## config.mk

```make
export PLATFORM = sky130hd
export DESIGN_NAME = fifo_pair_reader
export DESIGN_NICKNAME = d
export VERILOG_FILES = /design/src/rtl/fifo_rd_pkg.sv /design/src/rtl/fifo_pair_reader.sv
export SDC_FILE = /design/constraint.sdc
export NUM_CORES = 1
export LEC_CHECK = 0
export ABC_CLOCK_PERIOD_IN_PS = 1700
export CAP_MARGIN = 15
export CORE_MARGIN = 3
export CORE_UTILIZATION = 40
export CTS_CLUSTER_SIZE = 14
export DETAILED_ROUTE_END_ITERATION = 10
export GPL_TIMING_DRIVEN = 0
export PLACE_DENSITY = 0.72
export SLEW_MARGIN = 20
export SYNTH_ARGS = -nofsm -noshare
export SYNTH_HDL_FRONTEND = slang
export SYNTH_SLANG_ARGS = --single-unit
```

## constraint.sdc

```tcl
create_clock -name clk -period 1.7 [get_ports clk]
set_input_delay 0.425 -clock clk [delete_from_list [all_inputs] [get_ports clk]]
set_output_delay 0.425 -clock clk [all_outputs]
set_load 0.05 [all_outputs]
```

## src/rtl/fifo_rd_pkg.sv

```systemverilog
// Shared types and default widths for the FIFO pair reader.
package fifo_rd_pkg;

    typedef enum logic {S_A, S_B} rd_state_t;

    localparam int BW_DEF = 16;
    localparam int CW_DEF = 16;

endpackage

```

## src/rtl/fifo_pair_reader.sv

```systemverilog
// Pop-side consumer for a show-ahead FIFO. Each two consecutive words form an
// operand pair (A, B) that is presented through a registered valid/ready port.
module fifo_pair_reader
    import fifo_rd_pkg::*;
#(
    parameter int bW = BW_DEF,
    parameter int cW = CW_DEF
) (
    input  logic          clk,
    input  logic          rst,
    input  logic [bW-1:0] popData,
    input  logic          empty,
    output logic          pop,
    input  logic          flush,
    output logic [bW-1:0] outA,
    output logic [bW-1:0] outB,
    output logic          outValid,
    input  logic          outReady,
    output logic [cW-1:0] pairCnt
);

    rd_state_t     state, state_nxt;
    logic [bW-1:0] a_reg;
    logic          xfer;

    assign xfer = outValid && outReady;

    // Pop decision and next state. In S_B a pop would overwrite the output
    // register, so it is only allowed when that register is free or draining.
    always_comb begin
        pop       = 1'b0;
        state_nxt = state;
        if (!rst && !flush && !empty) begin
            case (state)
                S_A:     pop = 1'b1;
                S_B:     pop = !outValid || outReady;
                default: pop = 1'b0;
            endcase
        end
        if (pop) begin
            state_nxt = (state == S_A) ? S_B : S_A;
        end
        if (flush) begin
            state_nxt = S_A;
        end
    end

    // State register.
    always_ff @(posedge clk) begin
        if (rst) begin
            state <= S_A;
        end else begin
            state <= state_nxt;
        end
    end

    // Operand A holding register, output pair register and valid flag.
    // A reload in the same cycle as a transfer keeps outValid high.
    always_ff @(posedge clk) begin
        if (rst) begin
            a_reg    <= '0;
            outA     <= '0;
            outB     <= '0;
            outValid <= 1'b0;
        end else begin
            if (pop && state == S_A) begin
                a_reg <= popData;
            end
            if (pop && state == S_B) begin
                outA     <= a_reg;
                outB     <= popData;
                outValid <= 1'b1;
            end else if (xfer) begin
                outValid <= 1'b0;
            end
        end
    end

    // Count of pairs accepted downstream; wraps naturally.
    always_ff @(posedge clk) begin
        if (rst) begin
            pairCnt <= '0;
        end else if (xfer) begin
            pairCnt <= pairCnt + 1'b1;
        end
    end

endmodule

```

==> results.toml <==
[logic_synthesis]
synth_fp_nets = 322
netlist_instances = 300
synthTopCellsByArea = "dfxtp_1 54%, nand2_1 16%, a21oi_1 11%"
synth_ff_type = "dfxtp_1"
yosysSeqAreaShare = 0.5435
synth.distinct_cells = 30
async_flop_share = 0
yosys.area.top_type_share = 0.5435
synth_seq_cells = 66
syn_area_sq_um = 2431
syn_area_per_cell_sq_um = 8.104
yosys_warnings = 0
synth_edf_count = 0
synth_area_leader_cell = "dfxtp_1"

[grt]
grtUsageTotal = 0.1772
antenna_found_initial = 0
grt_pass1_wl_microns = 10090
grt_overflow_total = 0
grt_max_degree = 13
grt_pass1_vias = 2178

[floorplanning]
fp.dieW_microns = 83.96
core_area_sq_um = 5709
rows = 27
dieArea_sq_um = 7049
die_y_microns = 83.96
start_util = 0.4258
io_pins = 71

[clock_tree]
clk_latency_ns = 0.34
cts_tree = "built"
cts_root_buffer = "clkbuf_8"
clockBufferDepth = 2
cts.sinks = 66
numCtsBuffers = 9
htreeDepth = 3
cts.reportedPaths.clkPinSlew_ns = 0.07
cts-hold-fix-buffers = 0

[final_layout]
diodes = 0
layout.nets = 404
area_growth_pct = 40.61
drive_above_1_share = 0.1499
post-route-util = 0.5987

[routing]
dr.pass1.iters = 4
drc = 0
vias = 2274
wire_per_inst_microns = 13.12
drt_iter0_markers = 129
wl_microns = 6023
post_drt_via_cell_ratio = 4.954
postRouteAntennaNets = 0

[sta]
skew_ns = 0.008830
final_max_slew_viol_count = 0
finalCritPeriodShare = 0.9755
slew_headroom = 0.6522
setup_viol_count_final = 0
finalCriticalPeriod_ns = 1.658
tightestPinTransition_ns = 0.5237
hold_viol = 0
fmax_mhz = 603.0
worst_slack_ns = 0.04158
timing.hold.ws_ns = 0.4269
rsz0062_at_grt = "yes"

[place]
io_buffers = 70
place_ws_ns = -0.9944
gp_congestion = 0.7765
dp_hpwl_microns = 4349

[flow_run]
maxCapViolations = 0

[critical_path]
cp_max_fo = 6
cp_cell_sequence = "dlygate4sd2_1"
worst_setup_path_end_kind = "output port"
required_ns = 1.27
cp_slowest_stage_delay_ns = 0.53
crit_buf_inv = 1
path_delay_family = "buffers and inverters"
critPathKind = "register to output port"
critical_path.startpoint_type = "register"
worst_path_max_delay_cell = "dlygate4sd2_1"
cp.arrival_ns = 1.23

[power_and_ir_drop]
peakVddDrop_mv = 0.4451
leakage_nw = 1.375
powerDensity_nw_per_um2 = 833.2
p_total_w = 0.002848

[min_path]
hp-class = "input port to register"

[status]
status = "complete, no violations"
-- metrics by stage --
stage	instances	TNS, ns	instance area, sq um
6_report	459	0	3418
5_1_grt	459	-0.04307	3418
4_1_cts	457	0	3400
3_5_place_dp	442	-36.64	3262
3_3_place_gp	442	-32.59	3262
2_1_floorplan	300	0	2471
-- cell type report --
class                      instances  area [sq um]
fill                             526          2291
clock inverter                     7         43.79
clock buffer                       9         123.9
tap                               72         90.09
inverter                           4         15.01
sequential                        66          1361
buffer                            15         70.07
timing repair buffer              72         646.9
multi-input combinational        214          1067
-- Yosys cell counts (2+ instances only) --
library cell and count:
a21oi_1 54, nor4_1 2, xor2_1 6, nor3_1 4, xnor2_1 5, inv_1 4
nand2_1 105, and4_1 2, buf_2 4, clkbuf_1 11, nor2_1 12, dfxtp_1 66
o21ai_0 2, nand4_1 3, nand3_1 5
-- per-layer routing --
layer,track usage,vias to the layer above,share of wire
met5,0,-,0
met4,0.08626,0,0.016
met3,0.04837,9,0.056
met2,0.2856,71,0.48
met1,0.2175,1030,0.45
li1,-,1164,-
-- path summary, 6_finish.rpt --
path | startpoint | endpoint | slack (ns) | cells after the start
min | empty | state | 0.43 | 2
max reg2reg | pairCnt[8] | pairCnt[15] | 0.06 | 4
min reg2reg | a_reg[4] | outA[4] | 0.45 | 2
max | pairCnt[3] | pairCnt[3] | 0.04 | 1
-- logic make-up (layout without fill, tap and decap cells) --
group,after synthesis,count (layout),share of synthesized area
buffers and inverters,20,107,0.03294
XOR/XNOR,11,11,0.03963
adder cells (fa/ha/maj),1,1,0.005146
flip-flops,66,66,0.5435
AND/OR/NAND/NOR,142,142,0.2501
AO/OA/AOI/OAI,60,60,0.1287
-- placed cells by master, fill, tap and decap left out, types with 2 or more instances in the layout --
cell type / instances
nand2_1: 105
a21oi_1: 54
dfxtp_1: 52
dlygate4sd2_1: 42
clkdlybuf4s50_1: 16
nor2_1: 12
clkbuf_8: 9
dfxtp_4: 9
clkbuf_2: 8
clkbuf_1: 6
xor2_1: 6
nand3_1: 5
xnor2_1: 5
clkdlybuf4s15_1: 5
dfxtp_2: 5
inv_1: 4
buf_2: 4
buf_4: 3
nor3_1: 3
nand4_1: 3
clkinv_2: 3
o21ai_0: 2
inv_4: 2
clkdlybuf4s15_2: 2
-- report_power, final --
group          internal [W]  switching [W]  total (W)
Combinational     0.0000659      0.0000956   0.000161
Clock              0.000524       0.000605    0.00113
Sequential          0.00155     0.00000998    0.00156
Total               0.00214       0.000710    0.00285
-- what timing repair did --
action	CTS	global route
buffers inserted	0	2
setup endpoints to repair	105	21
pin swaps	1	2
resized for setup	78	13
No activity file was read; power rests on OpenSTA's default activity.
